[src/rtl/mastermind_pkg.sv]
// Shared sizing constants, FSM encoding and colour helper for the Mastermind scorer.
package mastermind_pkg;

  localparam int unsigned NUM_PEGS   = 4;
  localparam int unsigned COLOR_W    = 3;
  localparam int unsigned NUM_COLORS = 6;
  localparam int unsigned NUM_ROWS   = 6;
  localparam int unsigned FB_W       = 6;
  localparam int unsigned CNT_W      = 3;
  localparam int unsigned ROW_W      = 3;
  localparam int unsigned PEG_IDX_W  = $clog2(NUM_PEGS);
  localparam int unsigned CODE_W     = NUM_PEGS * COLOR_W;
  localparam int unsigned FLAT_W     = NUM_ROWS * FB_W;

  typedef enum logic [1:0] {
    IDLE  = 2'd0,
    EXACT = 2'd1,
    TALLY = 2'd2,
    DONE  = 2'd3
  } state_t;

  // Colours 0 and 7 are placeholders: they never match and are never counted.
  function automatic logic color_valid(input logic [COLOR_W-1:0] c);
    return (c != '0) && (c != '1);
  endfunction

endpackage

[src/rtl/mastermind_scorer_if.sv]
// Request/result bundle between a game controller and the Mastermind scorer.
interface mastermind_scorer_if import mastermind_pkg::*; ();

  logic                  start;
  logic                  clear;
  logic [ROW_W-1:0]      row;
  logic [CODE_W-1:0]     guess;
  logic [CODE_W-1:0]     answer;
  logic                  busy;
  logic                  done;
  logic [CNT_W-1:0]      exact_cnt;
  logic [CNT_W-1:0]      partial_cnt;
  logic                  win;
  logic [FLAT_W-1:0]     feedback_flat;

  modport master (
    output start, clear, row, guess, answer,
    input  busy, done, exact_cnt, partial_cnt, win, feedback_flat
  );

  modport slave (
    input  start, clear, row, guess, answer,
    output busy, done, exact_cnt, partial_cnt, win, feedback_flat
  );

endinterface

[src/rtl/mastermind_scorer_color_tally.sv]
// Per-colour histograms of unmatched guess/answer pegs with a min() readout for one colour.
module mm_color_tally import mastermind_pkg::*; (
  input  logic               clk,
  input  logic               rst_n,
  input  logic               clr,
  input  logic               g_inc,
  input  logic [COLOR_W-1:0] g_color,
  input  logic               a_inc,
  input  logic [COLOR_W-1:0] a_color,
  input  logic [COLOR_W-1:0] sel_color,
  output logic [CNT_W-1:0]   min_cnt
);

  logic [CNT_W-1:0] g_hist [NUM_COLORS];
  logic [CNT_W-1:0] a_hist [NUM_COLORS];

  // Slot c holds colour c+1; counters saturate rather than wrap.
  always_ff @(posedge clk or negedge rst_n) begin
    if (!rst_n) begin
      for (int unsigned c = 0; c < NUM_COLORS; c++) begin
        g_hist[c] <= '0;
        a_hist[c] <= '0;
      end
    end else if (clr) begin
      for (int unsigned c = 0; c < NUM_COLORS; c++) begin
        g_hist[c] <= '0;
        a_hist[c] <= '0;
      end
    end else begin
      for (int unsigned c = 0; c < NUM_COLORS; c++) begin
        if (g_inc && (g_color == COLOR_W'(c + 1)) && (g_hist[c] != '1))
          g_hist[c] <= g_hist[c] + CNT_W'(1);
        if (a_inc && (a_color == COLOR_W'(c + 1)) && (a_hist[c] != '1))
          a_hist[c] <= a_hist[c] + CNT_W'(1);
      end
    end
  end

  always_comb begin
    min_cnt = '0;
    for (int unsigned c = 0; c < NUM_COLORS; c++) begin
      if (sel_color == COLOR_W'(c + 1))
        min_cnt = (g_hist[c] < a_hist[c]) ? g_hist[c] : a_hist[c];
    end
  end

endmodule

[src/rtl/mastermind_scorer.sv]
// Multi-cycle Mastermind scorer: exact pass over pegs, then per-colour partial tally, with row history.
module mastermind_scorer import mastermind_pkg::*; (
  input  logic                Clk,
  input  logic                Reset_n,
  mastermind_scorer_if.slave  bus
);

  state_t                 state, state_n;
  logic [CODE_W-1:0]      g_q, a_q;
  logic [ROW_W-1:0]       row_q;
  logic [PEG_IDX_W-1:0]   peg_idx;
  logic [COLOR_W-1:0]     color_idx;
  logic [CNT_W-1:0]       exact_acc, partial_acc, partial_next;
  logic [CNT_W-1:0]       exact_q, partial_q;
  logic                   win_q;
  logic [FLAT_W-1:0]      fb_q;

  logic [COLOR_W-1:0]     g_peg, a_peg;
  logic                   peg_match, in_exact, take_start, hist_clr;
  logic                   g_inc, a_inc, last_peg, last_color;
  logic [CNT_W-1:0]       min_cnt;

  assign g_peg      = g_q[peg_idx*COLOR_W +: COLOR_W];
  assign a_peg      = a_q[peg_idx*COLOR_W +: COLOR_W];
  assign peg_match  = color_valid(g_peg) && (g_peg == a_peg);
  assign in_exact   = (state == EXACT) && !bus.clear;
  assign g_inc      = in_exact && !peg_match && color_valid(g_peg);
  assign a_inc      = in_exact && !peg_match && color_valid(a_peg);
  assign take_start = (state == IDLE) && bus.start && !bus.clear;
  assign hist_clr   = bus.clear || take_start;
  assign last_peg   = (peg_idx == PEG_IDX_W'(NUM_PEGS - 1));
  assign last_color = (color_idx == COLOR_W'(NUM_COLORS));
  assign partial_next = partial_acc + min_cnt;

  mm_color_tally u_tally (
    .clk       (Clk),
    .rst_n     (Reset_n),
    .clr       (hist_clr),
    .g_inc     (g_inc),
    .g_color   (g_peg),
    .a_inc     (a_inc),
    .a_color   (a_peg),
    .sel_color (color_idx),
    .min_cnt   (min_cnt)
  );

  always_ff @(posedge Clk or negedge Reset_n) begin
    if (!Reset_n) state <= IDLE;
    else          state <= state_n;
  end

  always_comb begin
    state_n = state;
    case (state)
      IDLE:    if (take_start) state_n = EXACT;
      EXACT:   if (last_peg)   state_n = TALLY;
      TALLY:   if (last_color) state_n = DONE;
      DONE:    state_n = IDLE;
      default: state_n = IDLE;
    endcase
    if (bus.clear) state_n = IDLE;
  end

  always_ff @(posedge Clk or negedge Reset_n) begin
    if (!Reset_n) begin
      g_q         <= '0;
      a_q         <= '0;
      row_q       <= '0;
      peg_idx     <= '0;
      color_idx   <= '0;
      exact_acc   <= '0;
      partial_acc <= '0;
      exact_q     <= '0;
      partial_q   <= '0;
      win_q       <= 1'b0;
      fb_q        <= '0;
    end else if (bus.clear) begin
      exact_acc   <= '0;
      partial_acc <= '0;
      exact_q     <= '0;
      partial_q   <= '0;
      win_q       <= 1'b0;
      fb_q        <= '0;
    end else begin
      case (state)
        IDLE: if (bus.start) begin
          g_q         <= bus.guess;
          a_q         <= bus.answer;
          row_q       <= bus.row;
          exact_acc   <= '0;
          partial_acc <= '0;
          peg_idx     <= '0;
          color_idx   <= COLOR_W'(1);
        end
        EXACT: begin
          if (peg_match) exact_acc <= exact_acc + CNT_W'(1);
          peg_idx <= peg_idx + PEG_IDX_W'(1);
        end
        TALLY: begin
          partial_acc <= partial_next;
          color_idx   <= color_idx + COLOR_W'(1);
          // The last colour's min is folded in here, so results use partial_next.
          if (last_color) begin
            exact_q   <= exact_acc;
            partial_q <= partial_next;
            win_q     <= (exact_acc == CNT_W'(NUM_PEGS));
            if (row_q < ROW_W'(NUM_ROWS))
              fb_q[row_q*FB_W +: FB_W] <= {exact_acc, partial_next};
          end
        end
        default: ;
      endcase
    end
  end

  assign bus.busy          = (state == EXACT) || (state == TALLY);
  assign bus.done          = (state == DONE);
  assign bus.exact_cnt     = exact_q;
  assign bus.partial_cnt   = partial_q;
  assign bus.win           = win_q;
  assign bus.feedback_flat = fb_q;

endmodule

[src/flat_wrapper.sv]
// flat-port wrapper written by rule: the top's interface ports become plain ports
module mastermind_scorer_flat import mastermind_pkg::*;
  (Clk, Reset_n, bus_start, bus_clear, bus_row, bus_guess, bus_answer, bus_busy, bus_done, bus_exact_cnt, bus_partial_cnt, bus_win, bus_feedback_flat);
  mastermind_scorer_if bus_i ();
  input  logic Clk;
  input  logic Reset_n;
  input wire logic [$bits(bus_i.start)-1:0] bus_start;
  input wire logic [$bits(bus_i.clear)-1:0] bus_clear;
  input wire logic [$bits(bus_i.row)-1:0] bus_row;
  input wire logic [$bits(bus_i.guess)-1:0] bus_guess;
  input wire logic [$bits(bus_i.answer)-1:0] bus_answer;
  output wire logic [$bits(bus_i.busy)-1:0] bus_busy;
  output wire logic [$bits(bus_i.done)-1:0] bus_done;
  output wire logic [$bits(bus_i.exact_cnt)-1:0] bus_exact_cnt;
  output wire logic [$bits(bus_i.partial_cnt)-1:0] bus_partial_cnt;
  output wire logic [$bits(bus_i.win)-1:0] bus_win;
  output wire logic [$bits(bus_i.feedback_flat)-1:0] bus_feedback_flat;
  assign bus_i.start = bus_start;
  assign bus_i.clear = bus_clear;
  assign bus_i.row = bus_row;
  assign bus_i.guess = bus_guess;
  assign bus_i.answer = bus_answer;
  assign bus_busy = bus_i.busy;
  assign bus_done = bus_i.done;
  assign bus_exact_cnt = bus_i.exact_cnt;
  assign bus_partial_cnt = bus_i.partial_cnt;
  assign bus_win = bus_i.win;
  assign bus_feedback_flat = bus_i.feedback_flat;
  mastermind_scorer u_core (.Clk(Clk), .Reset_n(Reset_n), .bus(bus_i));
endmodule
[config.mk]
export PLATFORM = sky130hd
export DESIGN_NAME = mastermind_scorer_flat
export DESIGN_NICKNAME = d
export VERILOG_FILES = /design/src/rtl/mastermind_pkg.sv /design/src/rtl/mastermind_scorer_if.sv /design/src/rtl/mastermind_scorer_color_tally.sv /design/src/rtl/mastermind_scorer.sv /design/src/flat_wrapper.sv
export SDC_FILE = /design/constraint.sdc
export NUM_CORES = 1
export LEC_CHECK = 0
export CAP_MARGIN = 5
export CORE_MARGIN = 2
export CORE_UTILIZATION = 55
export DETAILED_ROUTE_END_ITERATION = 12
export GPL_TIMING_DRIVEN = 0
export PLACE_DENSITY = 0.77
export SLEW_MARGIN = 30
export SYNTH_ARGS = -nofsm -noshare
export SYNTH_HDL_FRONTEND = slang
export SYNTH_HIERARCHICAL = 1
export SYNTH_SLANG_ARGS = --single-unit
[constraint.sdc]
create_clock -name Clk -period 4.9 [get_ports Clk]
set_input_delay 0.98 -clock Clk [delete_from_list [all_inputs] [get_ports Clk]]
set_output_delay 0.98 -clock Clk [all_outputs]
set_load 0.02 [all_outputs]
Word-level counts from Yosys, hierarchy flattened
Cells that the tools add are included.

operators by class
  add/sub/neg operators = 17
  multipliers = 2
  $lt $le $gt $ge = 7
  equality and inequality tests = 44
  shifts and indexed selects = 4
  muxes and demuxes = 55
  bitwise logic cells = 1
  reduce and logical (&&, ||, !) cells = 67

operators with widths
  cell                                                   number
  two-way mux 36 bit                                     4
  two-way mux 3 bit                                      35
  != test 3 bit, second input constant                   15
  adder 3 x 1 -> 3 bit, second input constant            14
  bitwise mux 36 bit                                     1
  two-way mux 18 bit                                     2
  variable shift 6 x 34 -> 36 bit, first input constant  1
  indexed part select 6 x 34 -> 36 bit                   1
  negation 6 -> 34 bit                                   1
  nonzero test 2 bit                                     17
  logical AND 1 bit                                      33
  equality test 3 bit, second input constant             10
  indexed part select 12 x 5 -> 3 bit                    2
  equality test 3 x 2 -> 1 bit, second input constant    6
  < comparator 3 bit                                     6
  one-hot mux 3 bit (2 select lines)                     3
  AND reduction 3 bit                                    6
  != test 3 x 2 -> 1 bit, second input constant          4
  nonzero test 3 bit                                     4
  two-way mux 2 bit                                      5
  equality test 3 x 1 -> 1 bit, second input constant    3
  one-hot mux 2 bit (4 select lines)                     1
  equality test 2 bit, second input constant             3
  multiplier 3 x 2 -> 5 bit, second input constant       1
  other kinds (14)                                       19

word-level totals
  register bits = 119
  input bits = 31
  logic and storage cells = 221

Logic depth before layout (Yosys ltp)
Gate-level depths: netlist of the first run.

  word-level depth = 15
  depth in mapped cells = 14

Modules after synthesis
The synthesis of the first run kept the hierarchy.

modules (own cells, without submodules)
  module             times used  cells each  area an instance (sq um)  seq. area each (sq um)
  mastermind_scorer  1           522         5096.1                    2077.0
  mm_color_tally     1           275         2637.5                    900.9

Worst setup path before layout of the first run
Ideal clock, no wire load.

  kind = reg2reg
  start = reg u_core/u_tally/g_hist[11] in the netlist's numbering
  end = reg u_core.fb_q[14] (netlist: u_core/bus.feedback_flat[14])
  library setup time = 0.136 ns
  data arrival time = 3.242 ns
  path slack = 1.521 ns
  cell stages (with the launch flop) = 14
  path buffers = 0
  path through = dfrtp_1 -> ha_1 -> a21oi_1 -> o21ai_0 -> a21oi_1 -> a211oi_1 -> a2111o_1 -> ha_1 -> fa_1 -> xor3_1 -> mux2_2 -> a22o_1 -> nand4_1 -> a21oi_1

on the way
  word-level cells in the longest chain between the ends = 13

ends and longest elaborated chain
  item                                  RTL line                             text
  start: declaration                    mastermind_scorer_color_tally.sv:14  logic [CNT_W-1:0] g_hist [NUM_COLORS];
  start signal: indexed assignment      mastermind_scorer_color_tally.sv:32  g_hist[c] <= g_hist[c] + CNT_W'(1);
  < comparator 3 bit                    mastermind_scorer_color_tally.sv:43  min_cnt = (g_hist[c] < a_hist[c]) ? g_hist[c] : a_hist[c];
  two-way mux 3 bit                     mastermind_scorer_color_tally.sv:43
  two-way mux 3 bit (4 in a row)        mastermind_scorer_color_tally.sv:42  if (sel_color == COLOR_W'(c + 1))
  via u_core.min_cnt[0]                 mastermind_scorer.sv:21              logic [CNT_W-1:0] min_cnt;
  adder 3 bit                           mastermind_scorer.sv:33              assign partial_next = partial_acc + min_cnt;
  indexed part select 6 x 34 -> 36 bit  mastermind_scorer.sv:108             fb_q[row_q*FB_W +: FB_W] <= {exact_acc, partial_next};
  bitwise mux 36 bit                    mastermind_scorer.sv:108
  two-way mux 36 bit                    mastermind_scorer.sv:107             if (row_q < ROW_W'(NUM_ROWS))
  two-way mux 36 bit                    mastermind_scorer.sv:103             if (last_color) begin
  two-way mux 36 bit                    mastermind_scorer.sv:85              case (state)
  two-way mux 36 bit                    mastermind_scorer.sv:77              end else if (bus.clear) begin
  end signal: indexed assignment        mastermind_scorer.sv:108
  end: declaration                      mastermind_scorer.sv:16              logic [FLAT_W-1:0] fb_q;

The timed path passes the listed nets, and every way through them passes these cells. The select of a mux whose other input is x is not followed.
A chain may end at the register's enable or synchronous reset.

Final worst setup path of the first run
  start = reg u_core.row_q[0]
  end = reg u_core.fb_q[19] (netlist: u_core/bus.feedback_flat[19])

on the way
  word-level cells in the longest chain between the ends = 8

ends and longest elaborated chain
  item                                                                                            RTL line                  text
  start: declaration                                                                              mastermind_scorer.sv:10   logic [ROW_W-1:0] row_q;
  start signal: assignment                                                                        mastermind_scorer.sv:89   row_q <= bus.row;
  multiplier 3 x 2 -> 5 bit                                                                       mastermind_scorer.sv:108
  negation 6 -> 34 bit                                                                            mastermind_scorer.sv:108
  indexed part select 6 x 34 -> 36 bit / variable shift 6 x 34 -> 36 bit (equally long branches)  mastermind_scorer.sv:108
  bitwise mux 36 bit                                                                              mastermind_scorer.sv:108
  two-way mux 36 bit                                                                              mastermind_scorer.sv:107
  two-way mux 36 bit                                                                              mastermind_scorer.sv:103
  two-way mux 36 bit                                                                              mastermind_scorer.sv:85
  two-way mux 36 bit                                                                              mastermind_scorer.sv:77

Parallel ways exist; a longest one is shown, timed or not. The select of a mux whose other input is x is not followed.

==> flow_metrics.tcl, run 1 <==
set metrics [dict create \
    outcome "completed" \
    drt_iter0_drc 746 \
    p_clk_frac 0.256 \
    clock_tree_from_tritoncts "done" \
    num-nets-final 979 \
    timing.rr.end "u_core/bus.feedback_flat[19]$_DFFE_PN0P_" \
    clock-sinks 119 \
    clk_transition_reported_paths_ns 0.06 \
    slew_headroom 0.411 \
    port_buffer_cells 74 \
    clockRootBuffer "clkbuf_16" \
    power.sequential.fraction 0.245 \
    hpwl_mm 15.8 \
    synth-seq-area-share 0.385 \
    netSwitchingFraction 0.455 \
    post-synth-top-area-cell "dfrtp_1" \
    cp-start-kind "flop" \
    via_count_of_the_first_global_routing_pass 6721 \
    yosysTopAreaCellShare 0.385 \
    timing_worst_slew_pin_value_ns 0.872 \
    clk_path_buf_depth 2 \
    dp.cells 1053 \
    nFillCells 1044 \
    worst-endpoint-arrival_ns 4.36 \
    via_count 6873 \
    leakage_nw 3.95 \
    crit_path_max_incr_delay_ns 0.66 \
    timing.critical_path.to_type "flop" \
    post_cts.resized_instances 0 \
    post_route_drc_violation_count 0 \
    worst_path_max_delay_cell "fa_1" \
    ys.flop_type "dfrtp_1" \
    area_growth_pct 21.2 \
    routed_wirelength_mm 21.6 \
    power.density_mw_per_mm2 549 \
    gp_routability_congestion 0.978 \
    net-switching-power_mw 2.34 \
    io_pins 76 \
    floorplan.die_area_sq_mm 0.0150 \
    route.detailed.vias_per_inst 6.33 \
    ys_seq_elements 119 \
    max_freq_mhz 248 \
    synthDistinctLibCells 78 \
    post-route-period-util 0.822 \
    grt_first_pass_wirelength_mm 35.1 \
    cts_buffers 17 \
    postCtsHoldBufs 0 \
    timing.hold.worst.class "input port to async pin" \
    worstSkewPairLatency_ns 0.43 \
    post_synth_most_frequent_cells "119 x dfrtp_1, 71 x nor2_1, 54 x ha_1, 49 x a21oi_1, 48 x nand2_1" \
    r2r_slack_ns 0.87 \
    global_route.usage.total 0.306 \
    crit_type "flop to flop" \
    grt.overflow.total 0 \
    cellInternalPower_mw 2.80 \
    critical_path.reg2reg.startpoint "u_core/row_q[0]$_DFFE_PN0P_" \
    yosysWarnings 6 \
    drt.antenna.violating_nets 0 \
    postSynth.asyncResetShare 1.00 \
    hold_viol_final 0 \
    worst_clock_skew_ns 0.00848 \
    post-cts-setup-buffer-count 0 \
    crit_chain "ha_1 > fa_1 > clkbuf_1 > nor3_1 > ha_1 > inv_1 > nor3_1 > a41oi_1 > o21a_1 > o31ai_1" \
    post_layout_nonfiller_instances 1085 \
    combinationalPowerShare 0.499 \
    post-route-min-period_ns 4.03 \
    yosysMostFrequentCell "dfrtp_1" \
    detail_route.wl_per_cell_um 19.9 \
    syn-instance-count 797 \
    floorplan.die.height_um 123 \
    core-area_sq_mm 0.0138 \
    total_power_mw 5.14 \
    timing.critical_path.fanout_max 10 \
    drt-pass1-iter-count 5 \
    synth_top_cells_by_area "dfrtp_1 39%, ha_1 8.7%, mux2i_1 5.2%" \
    timing.critical_path.required_ns 5.24 \
    floorplan.initialDensity 0.559 \
    worst_case_vdd_ir_drop_mv 0.574 \
    rsz0062_at_grt "no" \
    grt_start_max_net_pins 82 \
    report.final.setup_viol 0 \
    htree_levels 4 \
    antenna_violations_before_repair 0 \
    fp.dieW_um 123 \
    antenna_cells 0 \
    edff_count_synth 0 \
    syn_area_per_cell_sq_um 9.70 \
    drive_gt1_frac 0.125 \
    netlist_area_sq_mm 0.00773 \
    slew_viol_final 0 \
    row_count 43 \
    reg2reg_depth 10 \
    syn_nets 884 \
    maxCapViolations 0 \
]
[power by group through the flow]
| stage | registers [mW] | clock network [mW] | logic, mW |
|---|---|---|---|
| 6_report | 1.26 | 1.32 | 2.57 |
| 5_1_grt | 1.28 | 1.38 | 2.76 |
| 4_1_cts | 1.26 | 1.33 | 2.49 |
| 3_5_place_dp | 1.26 | 0 | 2.47 |
| 3_3_place_gp | 1.25 | 0 | 2.41 |
| 2_1_floorplan | 1.23 | 0 | 1.80 |
[metal layers]
metal	GRT usage	up-vias	share of wire
met5	0	-	0
met4	0.0855	0	0.014
met3	0.0683	33	0.077
met2	0.483	340	0.47
met1	0.427	3373	0.44
li1	-	3127	-
[stage by stage]
stage          setup TNS [ns]  instance area (sq um)  setup WS, ns  hold WS (ns)   util
2_1_floorplan               0                   7730          1.52         0.474      -
3_3_place_gp          -189.46                   8700         -1.61         0.483  0.629
3_5_place_dp                0                   8750         0.958         0.488  0.633
4_1_cts                     0                   9370         0.923         0.424  0.678
5_1_grt                     0                   9370         0.623         0.424  0.678
6_report                    0                   9370         0.872         0.414  0.678
[critical path: cells and delay by family, from the launching register on]
family | cells | cell delay, ns
adders and majority gates | 3 | 1.47
AOI/OAI and AO/OA | 3 | 0.78
and+or+nand+nor | 2 | 0.64
buffers and inverters | 2 | 0.58
DFF | 1 | 0.46
[cell usage in the layout (no fill, tap or decap), types with 4 or more instances in the layout]
cell / synthesis / routed
dfrtp_1: 119 / 119
clkdlybuf4s50_1: 0 / 73
nor2_1: 71 / 71
ha_1: 54 / 54
a21oi_1: 49 / 49
nand2_1: 48 / 48
o21ai_0: 41 / 41
mux2i_1: 40 / 40
inv_1: 33 / 33
mux2_2: 31 / 31
clkbuf_1: 25 / 25
nor3_1: 23 / 23
nand2b_1: 21 / 21
nand3_1: 21 / 21
clkbuf_16: 0 / 17
xnor2_1: 15 / 15
buf_2: 11 / 12
nand4_1: 12 / 12
nor3_2: 11 / 11
a31oi_1: 10 / 10
nor2b_1: 9 / 9
a211oi_1: 8 / 8
and3_1: 7 / 7
o21ai_1: 7 / 7
mux4_2: 6 / 6
and2_1: 6 / 6
a32oi_1: 6 / 6
clkinv_4: 0 / 5
a21o_1: 5 / 5
or3_1: 5 / 5
o21a_1: 5 / 5
o211ai_1: 5 / 5
a22o_1: 4 / 4
buf_1: 4 / 4
nor4_2: 3 / 4
o31ai_1: 4 / 4
nor4_1: 5 / 4
[sequential cells by signal, summed over array words and instances, names as in the netlist]
name,cells
u_core/a_q,12
u_core/bus.exact_cnt,3
u_core/bus.feedback_flat,36
u_core/bus.partial_cnt,3
u_core/bus.win,1
u_core/color_idx,3
u_core/exact_acc,3
u_core/g_q,12
u_core/partial_acc,3
u_core/peg_idx,2
u_core/row_q,3
u_core/state,2
u_core/u_tally/a_hist,18
u_core/u_tally/g_hist,18
[worst max path at each step]
stage                                               start                                  endpoint  slack [ns]  cells past startpoint
finish                        u_core/row_q[0]$_DFFE_PN0P_  u_core/bus.feedback_flat[19]$_DFFE_PN0P_        0.87                     10
global route         u_core/u_tally/a_hist[8]$_DFFE_PN0P_  u_core/bus.feedback_flat[32]$_DFFE_PN0P_        0.62                     13
CTS                  u_core/u_tally/a_hist[8]$_DFFE_PN0P_  u_core/bus.feedback_flat[32]$_DFFE_PN0P_        0.92                     13
detailed placement   u_core/u_tally/a_hist[8]$_DFFE_PN0P_  u_core/bus.feedback_flat[32]$_DFFE_PN0P_        0.96                     13
global placement                                  Reset_n   u_core/bus.feedback_flat[2]$_DFFE_PN0P_       -1.61                      1
floorplan           u_core/u_tally/g_hist[11]$_DFFE_PN0P_  u_core/bus.feedback_flat[14]$_DFFE_PN0P_        1.52                     13
[cells by family (layout without fill, tap and decap cells)]
kind of cell | Yosys count | after routing | share of synthesized area
flops | 119 | 119 | 0.385
compound gates | 184 | 184 | 0.157
mux | 79 | 79 | 0.117
fa+ha+maj | 56 | 56 | 0.0925
buf+inv | 76 | 184 | 0.0396
simple gates | 262 | 262 | 0.179
xor+xnor | 21 | 21 | 0.0291
[cell type report]
class                   count  area [sq um]  share of cell area
multi-input cells         602          4460               0.476
repair buffers             76           778              0.0830
inverters                  34           128              0.0136
well taps                 180           225              0.0240
clock buffers              17           425              0.0454
flip-flops and latches    119          2980               0.318
clock inverters            15           196              0.0210
plain buffers              42           179              0.0191
(Power assumes the default switching activity.)
==> run 2, diff against run 1 <==
CORE_UTILIZATION = 53   (was 55)
PLACE_DENSITY = 0.78   (was 0.77)
clock period = 3.4 ns   (was 4.9 ns; I/O delays follow)
==> run 2 against run 1 <==
Compared with the run above: the flow now finishes with violations (negative setup slack); total power increased by 50%; highest routed layer unchanged; maximum frequency increased by 18%; critical path depth increased by 4.
==> flow_metrics.tcl, run 2 (synthesis gave the netlist of run 1 again) <==
set metrics [dict create \
    leakage_nw 4.12 \
    floorplan.initialDensity 0.538 \
    port_buffer_cells 74 \
    row_count 44 \
    fin_setup_tns_ns -0.00948 \
    area_growth_pct 27.4 \
    clk_path_buf_depth 2 \
    power.density_mw_per_mm2 780 \
    report.final.setup_viol 1 \
    grt.overflow.total 0 \
    crit_type "flop to flop" \
    cts_buffers 17 \
    r2r_slack_ns -0.009 \
    timing.critical_path.required_ns 3.67 \
    post-route-period-util 1.00 \
    clock-sinks 119 \
    post_route_drc_violation_count 0 \
    hpwl_mm 14.3 \
    largest_register_ffs 36 \
    grt_first_pass_wirelength_mm 32.6 \
    antenna_violations_before_repair 0 \
    timing.hold.worst.class "input port to async pin" \
    post_layout_nonfiller_instances 1110 \
    worst_case_vdd_ir_drop_mv 0.793 \
    drt_iter0_drc 798 \
    fp.dieW_um 125 \
    crit_chain "inv_1 > ha_2 > o21a_1 > nor2_1 > o21ai_0 > a211oi_1 > a2111o_1 > ha_1 > fa_2 > xor3_2 > mux2_4 > a22o_4 > nand4_1 > a21oi_1" \
    finalWorstSetupSlack_ns -0.00948 \
    hold_viol_final 0 \
    cp-start-kind "flop" \
    htree_levels 4 \
    antenna_cells 0 \
    layout.cells.most_common_list "113 x dfrtp_1, 73 x clkdlybuf4s50_1, 70 x nor2_1, 47 x nand2_1, 45 x ha_1" \
    worst-endpoint-arrival_ns 3.68 \
    gp_routability_congestion 0.945 \
    grt_start_max_net_pins 80 \
    clk_transition_reported_paths_ns 0.05 \
    clock_tree_from_tritoncts "done" \
    slew_viol_final 0 \
    via_count_of_the_first_global_routing_pass 6328 \
    max_freq_mhz 293 \
    rsz0062_at_grt "yes" \
    post-route-min-period_ns 3.41 \
    io_pins 76 \
    global_route.usage.total 0.263 \
    slew_headroom 0.280 \
    route.detailed.vias_per_inst 6.24 \
    timing_worst_slew_pin_value_ns 1.07 \
    floorplan.die_area_sq_mm 0.0156 \
    drt.antenna.violating_nets 0 \
    dp.cells 1056 \
    failed_checks "negative setup slack" \
    routed_wirelength_mm 21.1 \
    maxCapViolations 0 \
    drive_gt1_frac 0.202 \
    outcome "complete, but fails checks" \
    timing.critical_path.fanout_max 6 \
    drt-pass1-iter-count 6 \
    crit_path_max_incr_delay_ns 0.40 \
    core-area_sq_mm 0.0144 \
    num-nets-final 1000 \
    timing.critical_path.to_type "flop" \
    critical_path.reg2reg.startpoint "u_core/u_tally/a_hist[16]$_DFFE_PN0P_" \
    worst_path_max_delay_cell "dfrtp_1" \
    fin_util 0.686 \
    critical_path.startpoint "u_core/u_tally/a_hist[16]$_DFFE_PN0P_" \
    floorplan.die.height_um 125 \
    via_count 6923 \
    worst_clock_skew_ns 0.00989 \
    commonest_non_fill_non_tap_cell_in_the_layout "dfrtp_1" \
    detail_route.wl_per_cell_um 19.0 \
    worstSkewPairLatency_ns 0.41 \
    clockRootBuffer "clkbuf_16" \
    total_power_mw 7.69 \
]
==> run 2: final cells by class <==
cell class | count | area (sq um)
Sequential cell | 119 | 2990
Buffer | 41 | 195
Clock buffer | 25 | 495
Inverter | 34 | 128
Timing Repair Buffer | 97 | 942
Tap cell | 184 | 230
Multi-Input combinational cell | 603 | 4760
Clock inverter | 7 | 116
Fill cell | 1078 | 4510
==> run 2: final timing paths <==
check / to / depth (start not counted)
min in group Clk: u_core/g_q[0]$_DFFE_PN0P_ / 1
worst min register to register: u_core/g_q[0]$_DFFE_PN0P_ / 1
worst max register to register: u_core/bus.feedback_flat[14]$_DFFE_PN0P_ / 14
max in group asynchronous: u_core/u_tally/g_hist[14]$_DFFE_PN0P_ / 2
worst min-delay path: u_core/a_q[9]$_DFFE_PN0P_ / 1
worst max-delay path: u_core/bus.feedback_flat[14]$_DFFE_PN0P_ / 14
==> run 2: per-stage QoR <==
step                setup WS [ns]  instance area, sq um  hold slack (ns)
floorplan                  0.0213                  7730            0.384
global placement            -3.08                  8700            0.484
detailed placement         -0.510                  8740            0.491
CTS                       0.00153                  9510            0.156
global route              -0.0901                  9850            0.165
finish                   -0.00948                  9850            0.154
==> run 2: power by group <==
group | switching, mW | total (mW) | leakage (nW) | internal, mW
Clock | 0.633 | 1.86 | 0.297 | 1.23
Combinational | 2.50 | 3.98 | 2.24 | 1.48
Sequential | 0.217 | 1.85 | 1.59 | 1.63
Total | 3.35 | 7.69 | 4.12 | 4.34
==> run 2: what timing repair did <==
action,CTS,global route
pin swaps,8,11
resized for setup,25,56
hold buffers,0,0
cloned,0,1
endpoints found under the hold margin,0,0
buffers inserted,7,15
setup endpoints to repair,37,45
==> run 2: critical path, delay by kind of cell, from the launching register on <==
kind,cells,cell delay (ns)
buffers and inverters,1,0.07
XOR/XNOR,1,0.31
adder cells (fa/ha/maj),3,0.90
AND/OR/NAND/NOR,2,0.14
multiplexers,1,0.30
flip-flops,1,0.40
AO/OA/AOI/OAI,6,1.12
==> run 2: routing by layer <==
| metal | vias to the layer above | track usage | wire length, um |
|---|---|---|---|
| li1 | 3166 | - | - |
| met1 | 3377 | 0.375 | 9580 |
| met2 | 327 | 0.393 | 9450 |
| met3 | 53 | 0.0593 | 1570 |
| met4 | 0 | 0.0952 | 537 |
| met5 | - | 0 | 0 |
